==> config.mk <==
export PLATFORM = sky130hd
export DESIGN_NAME = gate_out_monitor_flat
export DESIGN_NICKNAME = d
export VERILOG_FILES = /design/src/rtl/gate_out_monitor_if.sv /design/src/rtl/gate_out_monitor.sv /design/src/flat_wrapper.sv
export SDC_FILE = /design/constraint.sdc
export NUM_CORES = 1
export LEC_CHECK = 0
export ABC_AREA = 1
export BUFFER_PORTS_ARGS = -buffer_cell sky130_fd_sc_hd__buf_2
export CAP_MARGIN = 20
export CORE_MARGIN = 2
export CORE_UTILIZATION = 48
export DETAILED_ROUTE_END_ITERATION = 10
export GPL_TIMING_DRIVEN = 0
export PLACE_DENSITY = 0.8
export SLEW_MARGIN = 10
export SYNTH_ARGS = -nofsm -noshare
export SYNTH_HDL_FRONTEND = slang
export SYNTH_SLANG_ARGS = --single-unit
==> constraint.sdc <==
create_clock -name clk -period 1.14 [get_ports clk]
set_input_delay 0 -clock clk [delete_from_list [all_inputs] [get_ports clk]]
set_output_delay 0 -clock clk [all_outputs]
set_load 0.02 [all_outputs]
==> src/rtl/gate_out_monitor_if.sv <==
// Snapshot handshake bundle between gate_out_monitor (slave) and a slower reader (master).
// With GATE_MON_MATCH_COUNT_EN defined the bundle also carries the captured match count.
interface gate_out_monitor_if #(
  parameter int CNT_W = 8
);
  logic             snap_req;
  logic             snap_ack;
  logic             snap_valid;
  logic [CNT_W-1:0] snap_a;
  logic [CNT_W-1:0] snap_b;
`ifdef GATE_MON_MATCH_COUNT_EN
  logic [CNT_W-1:0] snap_m;

  modport master (output snap_req, snap_ack, input snap_valid, snap_a, snap_b, snap_m);
  modport slave  (input snap_req, snap_ack, output snap_valid, snap_a, snap_b, snap_m);
`else
  modport master (output snap_req, snap_ack, input snap_valid, snap_a, snap_b);
  modport slave  (input snap_req, snap_ack, output snap_valid, snap_a, snap_b);
`endif
endinterface

==> src/rtl/gate_out_monitor.sv <==
// Edge counters, a-then-b sequence detector and atomic snapshot port for the gate stage outputs.
// Optional GATE_MON_MATCH_COUNT_EN adds a saturating match counter and its snapshot field.
module gate_out_monitor #(
  parameter int CNT_W  = 8,
  parameter int WINDOW = 4
) (
  input  logic             clk,
  input  logic             rst,
  input  logic             in_a,
  input  logic             in_b,
  input  logic             clr,
  output logic [CNT_W-1:0] cnt_a,
  output logic [CNT_W-1:0] cnt_b,
  output logic             match,
`ifdef GATE_MON_MATCH_COUNT_EN
  output logic [CNT_W-1:0] match_cnt,
`endif
  gate_out_monitor_if.slave snap
);

  localparam logic [CNT_W-1:0] CNT_MAX  = {CNT_W{1'b1}};
  localparam logic [7:0]       WIN_C    = 8'(WINDOW);
  localparam logic [0:0]       ST_IDLE  = 1'b0;
  localparam logic [0:0]       ST_ARMED = 1'b1;

  function automatic logic [CNT_W-1:0] sat_inc(input logic [CNT_W-1:0] v);
    if (v == CNT_MAX) begin
      return v;
    end else begin
      return v + CNT_W'(1);
    end
  endfunction

  logic             prev_a_q, prev_b_q;
  logic             rise_a_s, rise_b_s;
  logic [CNT_W-1:0] cnt_a_q, cnt_a_d, cnt_b_q, cnt_b_d;
  logic [0:0]       state_q, state_d;
  logic [7:0]       timer_q, timer_d;
  logic             match_q, match_d;
  logic             snap_valid_q, snap_valid_d;
  logic [CNT_W-1:0] snap_a_q, snap_a_d, snap_b_q, snap_b_d;
`ifdef GATE_MON_MATCH_COUNT_EN
  logic [CNT_W-1:0] match_cnt_q, match_cnt_d;
  logic [CNT_W-1:0] snap_m_q, snap_m_d;
`endif

  assign rise_a_s = in_a & ~prev_a_q;
  assign rise_b_s = in_b & ~prev_b_q;

  // Edge counters: clear beats a simultaneous rise, increments saturate.
  always_comb begin
    cnt_a_d = cnt_a_q;
    cnt_b_d = cnt_b_q;
    if (clr) begin
      cnt_a_d = '0;
      cnt_b_d = '0;
    end else begin
      cnt_a_d = rise_a_s ? sat_inc(cnt_a_q) : cnt_a_q;
      cnt_b_d = rise_b_s ? sat_inc(cnt_b_q) : cnt_b_q;
    end
  end

  // Sequence detector: a b-rise takes priority over a re-arming a-rise while armed.
  always_comb begin
    state_d = state_q;
    timer_d = timer_q;
    match_d = 1'b0;
    case (state_q)
      ST_IDLE: begin
        if (rise_a_s) begin
          state_d = ST_ARMED;
          timer_d = 8'd1;
        end else begin
          state_d = ST_IDLE;
          timer_d = 8'd0;
        end
      end
      ST_ARMED: begin
        if (rise_b_s) begin
          match_d = 1'b1;
          state_d = ST_IDLE;
          timer_d = 8'd0;
        end else if (rise_a_s) begin
          timer_d = 8'd1;
        end else if (timer_q == WIN_C) begin
          state_d = ST_IDLE;
          timer_d = 8'd0;
        end else begin
          timer_d = timer_q + 8'd1;
        end
      end
      default: begin
        state_d = ST_IDLE;
        timer_d = 8'd0;
      end
    endcase
  end

  // Snapshot handshake: capture only from the empty state, release only on ack.
  always_comb begin
    snap_valid_d = snap_valid_q;
    snap_a_d     = snap_a_q;
    snap_b_d     = snap_b_q;
`ifdef GATE_MON_MATCH_COUNT_EN
    snap_m_d     = snap_m_q;
`endif
    if (!snap_valid_q && snap.snap_req) begin
      snap_valid_d = 1'b1;
      snap_a_d     = cnt_a_q;
      snap_b_d     = cnt_b_q;
`ifdef GATE_MON_MATCH_COUNT_EN
      snap_m_d     = match_cnt_q;
`endif
    end else if (snap_valid_q && snap.snap_ack) begin
      snap_valid_d = 1'b0;
    end else begin
      snap_valid_d = snap_valid_q;
    end
  end

`ifdef GATE_MON_MATCH_COUNT_EN
  // Match counter advances on each registered match pulse.
  always_comb begin
    match_cnt_d = match_cnt_q;
    if (clr) begin
      match_cnt_d = '0;
    end else if (match_q) begin
      match_cnt_d = sat_inc(match_cnt_q);
    end else begin
      match_cnt_d = match_cnt_q;
    end
  end
`endif

  // State registers with synchronous reset.
  always_ff @(posedge clk) begin
    if (rst) begin
      prev_a_q     <= 1'b0;
      prev_b_q     <= 1'b0;
      cnt_a_q      <= '0;
      cnt_b_q      <= '0;
      state_q      <= ST_IDLE;
      timer_q      <= 8'd0;
      match_q      <= 1'b0;
      snap_valid_q <= 1'b0;
      snap_a_q     <= '0;
      snap_b_q     <= '0;
`ifdef GATE_MON_MATCH_COUNT_EN
      match_cnt_q  <= '0;
      snap_m_q     <= '0;
`endif
    end else begin
      prev_a_q     <= in_a;
      prev_b_q     <= in_b;
      cnt_a_q      <= cnt_a_d;
      cnt_b_q      <= cnt_b_d;
      state_q      <= state_d;
      timer_q      <= timer_d;
      match_q      <= match_d;
      snap_valid_q <= snap_valid_d;
      snap_a_q     <= snap_a_d;
      snap_b_q     <= snap_b_d;
`ifdef GATE_MON_MATCH_COUNT_EN
      match_cnt_q  <= match_cnt_d;
      snap_m_q     <= snap_m_d;
`endif
    end
  end

  assign cnt_a           = cnt_a_q;
  assign cnt_b           = cnt_b_q;
  assign match           = match_q;
  assign snap.snap_valid = snap_valid_q;
  assign snap.snap_a     = snap_a_q;
  assign snap.snap_b     = snap_b_q;
`ifdef GATE_MON_MATCH_COUNT_EN
  assign match_cnt       = match_cnt_q;
  assign snap.snap_m     = snap_m_q;
`endif

endmodule
==> src/flat_wrapper.sv <==
// flat-port wrapper written by rule: the top's interface ports become plain ports
module gate_out_monitor_flat 
#(
  parameter int CNT_W  = 8,
  parameter int WINDOW = 4
)
  (clk, rst, in_a, in_b, clr, cnt_a, cnt_b, match, snap_snap_req, snap_snap_ack, snap_snap_valid, snap_snap_a, snap_snap_b);
  gate_out_monitor_if #(.CNT_W(CNT_W)) snap_i ();
  input  logic clk;
  input  logic rst;
  input  logic in_a;
  input  logic in_b;
  input  logic clr;
  output logic [CNT_W-1:0] cnt_a;
  output logic [CNT_W-1:0] cnt_b;
  output logic match;
  input wire logic [$bits(snap_i.snap_req)-1:0] snap_snap_req;
  input wire logic [$bits(snap_i.snap_ack)-1:0] snap_snap_ack;
  output wire logic [$bits(snap_i.snap_valid)-1:0] snap_snap_valid;
  output wire logic [$bits(snap_i.snap_a)-1:0] snap_snap_a;
  output wire logic [$bits(snap_i.snap_b)-1:0] snap_snap_b;
  assign snap_i.snap_req = snap_snap_req;
  assign snap_i.snap_ack = snap_snap_ack;
  assign snap_snap_valid = snap_i.snap_valid;
  assign snap_snap_a = snap_i.snap_a;
  assign snap_snap_b = snap_i.snap_b;
  gate_out_monitor #(.CNT_W(CNT_W), .WINDOW(WINDOW)) u_core (.clk(clk), .rst(rst), .in_a(in_a), .in_b(in_b), .clr(clr), .cnt_a(cnt_a), .cnt_b(cnt_b), .match(match), .snap(snap_i));
endmodule
Word level (Yosys, flattened, before mapping). Cells that the tools add are included.

Register bits after elaboration: 45. Latch bits: 0. RAM bits: 0. ROM bits: 0. Input bits: 7. Logic and storage cells: 44. Memories kept: 0.

Add/subtract/negate cells: 3. $mul: 0. Div/mod/pow operators: 0. $lt $le $gt $ge: 0. Equal/unequal tests: 3. Shift-type cells: 0. Mux-type cells: 13. Bitwise operators: 7. Reductions and logical operators: 8.

Operators by type and width (number): adder 8 x 1 -> 8 bit (second input constant) (3); two-way mux 8 bit (3); == test 8 bit (second input constant) (2); one-hot mux 8 bit (2 select lines) (1); == test 8 x 3 -> 1 bit (second input constant) (1); two-way mux 1 bit (8); NOT 1 bit (5); AND reduction 2 bit (2); OR reduction 2 bit (2); bitwise AND 1 bit (2); logical AND 1 bit (2); one-hot mux 1 bit (2 select lines) (1); nonzero test 2 bit (1); zero test 1 bit (1).

Logic depth before layout (Yosys ltp).
Word-level depth: 5. Mapped depth: 8. Mapped depth without buffers: 8.

Worst setup path before layout. Ideal clock, no wire load.

Path kind: register -> register. Start: register u_core.cnt_a_q[1], in the netlist u_core.cnt_a[1]. End: register u_core.cnt_a_q[7], in the netlist u_core.cnt_a[7]. Setup time: 0.113 ns. Arrival time: 1.275 ns. Required time: 1.027 ns. Path slack: -0.248 ns. Cell stages (with the launch flop): 9. Clock period less this slack: 1.388 ns. Cell sequence: dfxtp_1 -> ha_1 -> nand2_2 -> nor2_2 -> nand2_4 -> nand2_4 -> nor2_1 -> nor2_1 -> nor2_1.

Word-level cells in the longest chain between the ends: 3.

RTL lines: from (decl) (RTL line gate_out_monitor.sv:36) `logic [CNT_W-1:0] cnt_a_q, cnt_a_d, cnt_b_q, cnt_b_d;`; from (signal assigned) (RTL line gate_out_monitor.sv:155) `cnt_a_q <= cnt_a_d;`; parallel branches: the longest is 3 deep, another holds adder 8 x 1 -> 8 bit.

Parallel ways; which one is timed is not known. A chain may end at the register's enable or synchronous reset.

Worst setup path after layout.
Start: register u_core.cnt_b_q[0], in the netlist u_core.cnt_b[0]. End: register u_core.cnt_b_q[3], in the netlist u_core.cnt_b[3].

Word-level cells in the longest chain between the ends: 3.

RTL lines: from (decl) (RTL line gate_out_monitor.sv:36); from (signal assigned) (RTL line gate_out_monitor.sv:156) `cnt_b_q <= cnt_b_d;`; parallel branches: the longest is 3 deep, another holds adder 8 x 1 -> 8 bit.

Parallel ways; which one is timed is not known.

==> results.md <==
- The area growth from synthesis to layout is 38.6%.
- The clock network accounts for 31.5% of the total power.
- Synthesis produced roughly 270 cells.
- The arrival time reported for the critical path endpoint is 1.39 ns.
- In the final design database the tool counted 354 nets.
- The post-DP HPWL is 3.39 mm.
- The critical path runs through a total of 7 cells.
- In this design, the largest share of critical-path delay is due to flip-flops.
- The number of global-route vias before repair is about 1900.
- The cell with the largest stage delay on the worst path is dfxtp_4.
- The clock input transition at the sequential cells of the worst setup and hold paths is 0.08 ns.
- The worst reg-to-reg path cell count is 7.
- Across every metal layer, demand over resource in global routing totals a little under a quarter.
- No sink is reached through more buffers than the 2 on the longest clock path.
- After layout, the worst path uses 104% of the clock period.
- The largest area contributor in the synthesized netlist is dfxtp_1.
- The number of antenna violations at the first check in global routing is 0.
- The final RePlAce weighted congestion is 0.832.
- The type of element capturing the critical path is a register.
- When the netlist entered floorplanning its net count stood at 284.
- TritonCTS built the clock tree.
- The total buffers and inverters traversed by the critical path is 1.
- The starting density of the core is ~50%.
- The largest fanout of any net on the critical path is 8.
- The flip-flop and latch count after synthesis is 45.
- The number of violations of the max-capacitance limit is 0.
- The total clock buffers created by CTS is 5.
- The largest net degree at the start of global routing is 13.
- Before antenna repair, the detailed router went through 4 iterations.
- The final-report hold violation count is 0.
- The endpoint of the most critical setup path is u_core.cnt_b[3]$_SDFFE_PP0P_.
- Yosys attributes the largest share of cell area to dfxtp_1, nor2_1, nand2_1.
- The design internal power is 2.21 mW.
- The post-synthesis cell type count is 24.
- The run finished, with violations left.
- The remaining routing DRC violations is 0.
- Clock tree synthesis selected as its root buffer the cell clkbuf_8.
- The final standard cell count with taps included and fillers excluded is 394.
- In the final routed layout, each cell accounts on average for approximately 13 um.
- In this run the register-to-register setup slack is -0.05 ns.
- The part of the Yosys area used for sequential elements is 44.7%.
- The utilization after layout is 69.3%.
- The initialized floorplan defines 23 standard-cell rows.
- The delay contributed by the slowest stage of the critical path is 0.36 ns.
- For this block, the routed nets add up to 5.30 mm of wire.
- Counting every sink on the clock net gives 45.
- The final max-slew violation count is 0.
- The total leakage power is 1.24 nW.
- Across all setup checks in the final design, the least slack found is -0.0509 ns.
- In this run, the number of DRC markers left after iteration 0 of detailed routing was 114.
- Prior to clock tree synthesis, the placed netlist has a worst setup slack of -0.203 ns.
- The startpoint identified for the worst register-to-register timing path is u_core.cnt_b[0]$_SDFFE_PP0P_.
- The share of the synthesized area in the top cell type is around 45%.
- The maximum operating frequency is 840 MHz.
- The combinational power share is 13.5%.
- The synthesized cell area is a little over 2000 sq um.
- The measured slew at the worst slew-check pin is 0.447 ns.
- The die is a little under 70 um tall.
- 41 I/O pins were placed.
- The count of port buffers added during placement is 39.
- The critical path goes through ha_4, inv_2, nor2_4, nand2_4, nand2_8, o21ai_0, nor2_1.
- The clock latency reported for the late side of the worst-skew pair is 0.30 ns.
- The net switching power is just over 0.8 mW.
- The worst slew margin relative to its limit is 70.2%.
- The setup path with the least slack is of type reg -> reg.
- The core outline area is about 4000 sq um.
- The number of placed cells counting well taps is between 300 and 400.
- The count of yosys warnings during synthesis is 0.
- The areal power density over the cells is 1080 nW/um^2.
- After global routing the overflow that remains totals 0.
- The first global-routing pass estimated 8.36 mm of wire.
- 0 antenna diodes ended up in the layout.
- In this run the remaining antenna-violating nets after routing total 0.
- The total via count in the routed design is 2009.
- In this run the critical register-to-register path is captured at u_core.cnt_b[3]$_SDFFE_PP0P_.
- From left edge to right edge, the die measures 68.8 um.
- The classification of the worst-slack hold path is in -> reg.
- In the final layout, the share of cells above drive strength 1 is between 40% and 50%.
- The area of the die is 4730 sq um.
- Setup violations remaining at the end of the flow were counted as 14.
- The H-tree generated during clock tree synthesis spans 2 levels.
- The time the worst path needs with I/O delays and setup is 1.19 ns.
- In the routed layout, each cell is associated on average with a via count of 5.10.
- The start point of the critical path is u_core.cnt_b[0]$_SDFFE_PP0P_.
- Registers are responsible for about 55% of the overall power.
- The critical path required time is between 1 and 1.5 ns.
- The maximum vdd ir drop is about 0.00077 V.
- Adding up every negative setup slack in the final design gives -0.416 ns.
- After synthesis, the mean cell area works out to approximately 7.4 sq um.
- The final reports fail on negative setup slack.
- The final worst hold slack is 0.0642 ns.
- Net switching is 26.7% of the power.
- The clock arrives with 0.00978 ns of skew.
- Setup repair after global routing could not meet its margin everywhere.
- The critical path launch point type is a register.
-- metal layers --
layer / part of all wire (%) / GRT usage [%]
met2: 48 / 38.5
met1: 44 / 30.4
met4: 2.5 / 11.5
met5: 0 / 0
met3: 5.2 / 4.55
-- Yosys cell counts --
master and instances:
clkbuf_1 1, xor2_1 2, a21oi_1 22, a21oi_2 1, nor2_1 48, buf_2 2
nor2_2 2, o21ai_0 18, clkbuf_2 1, ha_1 4, xnor2_1 2, nand2_4 4
a31oi_1 1, inv_1 36, nor2_4 4, buf_4 1, nand4_1 9, inv_2 2
buf_6 2, nor3_1 4, dfxtp_1 45, nand2_1 41, nand3_1 18, nand2_2 3
-- final cells by class --
class	instances	area (sq um)
buffer	7	51.3
fill	317	1240
tap	50	62.6
inverter	38	143
timing repair buffer	62	390
sequential	45	930
multi-input combinational	184	1140
clock buffer	8	80.1
-- cell usage in the layout (no fill, tap or decap), types with 3 or more instances in the layout --
| cell type | n |
|---|---|
| nor2_1 | 41 |
| buf_2 | 41 |
| nand2_1 | 34 |
| inv_1 | 31 |
| dfxtp_1 | 30 |
| o21ai_0 | 17 |
| buf_4 | 16 |
| a21oi_1 | 15 |
| nand3_1 | 11 |
| dfxtp_2 | 11 |
| nand4_1 | 9 |
| nand2_2 | 8 |
| a21oi_2 | 8 |
| inv_2 | 7 |
| nor2_4 | 7 |
| nand2_4 | 6 |
| nor2_2 | 6 |
| nand3_2 | 6 |
| dlygate4sd3_1 | 6 |
| clkbuf_8 | 5 |
| buf_6 | 4 |
| clkbuf_1 | 4 |
| ha_4 | 4 |
| dfxtp_4 | 4 |
| nor3_1 | 3 |
-- power groups by stage --
stage | clock, mW | combinational, mW | sequential, mW
floorplan | 0 | 0.154 | 1.74
global placement | 0 | 0.303 | 1.69
detailed placement | 0 | 0.310 | 1.69
CTS | 0.979 | 0.356 | 1.65
global route | 1.02 | 0.443 | 1.66
finish | 0.950 | 0.408 | 1.66
-- kinds of logic (layout without fill, tap and decap cells) --
kind of cell | after synthesis | in the layout | synth area share [%]
buffers and inverters | 45 | 115 | 9.50
xor gates and xnor gates | 4 | 4 | 1.74
AOI/OAI and AO/OA | 42 | 42 | 10.7
DFF | 45 | 45 | 44.7
and+or+nand+nor | 133 | 134 | 30.9
adders and majority gates | 4 | 4 | 2.48
-- timing repair --
item                                   CTS  global route
setup endpoints to repair               32            33
endpoints found under the hold margin    6             0
gates cloned                             1             0
pin swaps                               11            17
gates resized for setup                 23            31
buffers inserted                        12             5
hold buffers                             6             0
-- state kept, by name, summed over array words and instances (netlist names) --
name / cells
u_core.cnt_a: 8
u_core.prev_a_q: 1
u_core.prev_b_q: 1
u_core.snap.snap_a: 8
u_core.timer_q: 8
u_core.snap.snap_b: 8
u_core.cnt_b: 8
u_core.state_q: 1
u_core.match: 1
u_core.snap.snap_valid: 1
-- per-stage QoR --
stage | power (mW) | area, sq um
detailed placement | 2.00 | 2330
floorplan | 1.90 | 2070
CTS | 2.99 | 2640
global placement | 1.99 | 2330
finish | 3.01 | 2790
global route | 3.13 | 2790
-- tightest hold or removal path: cells and delay by family --
kind | cells | cell delay [ns]
buffers and inverters | 1 | 0.09
and+or+nand+nor | 3 | 0.25
-- worst min path at each step --
stage                     start                           end  slack [ns]  cells after the start
after floorplan            in_a    u_core.prev_a_q$_SDFF_PP0_        0.15                      2
after global placement      rst     u_core.state_q$_SDFF_PP0_        0.21                      2
after detailed placement    rst     u_core.state_q$_SDFF_PP0_        0.21                      2
after CTS                   rst  u_core.timer_q[7]$_SDFF_PP0_        0.05                      4
after global routing        rst  u_core.timer_q[1]$_SDFF_PP0_        0.09                      4
final                       rst  u_core.timer_q[1]$_SDFF_PP0_        0.06                      4
No activity file was read; power rests on OpenSTA's default activity.
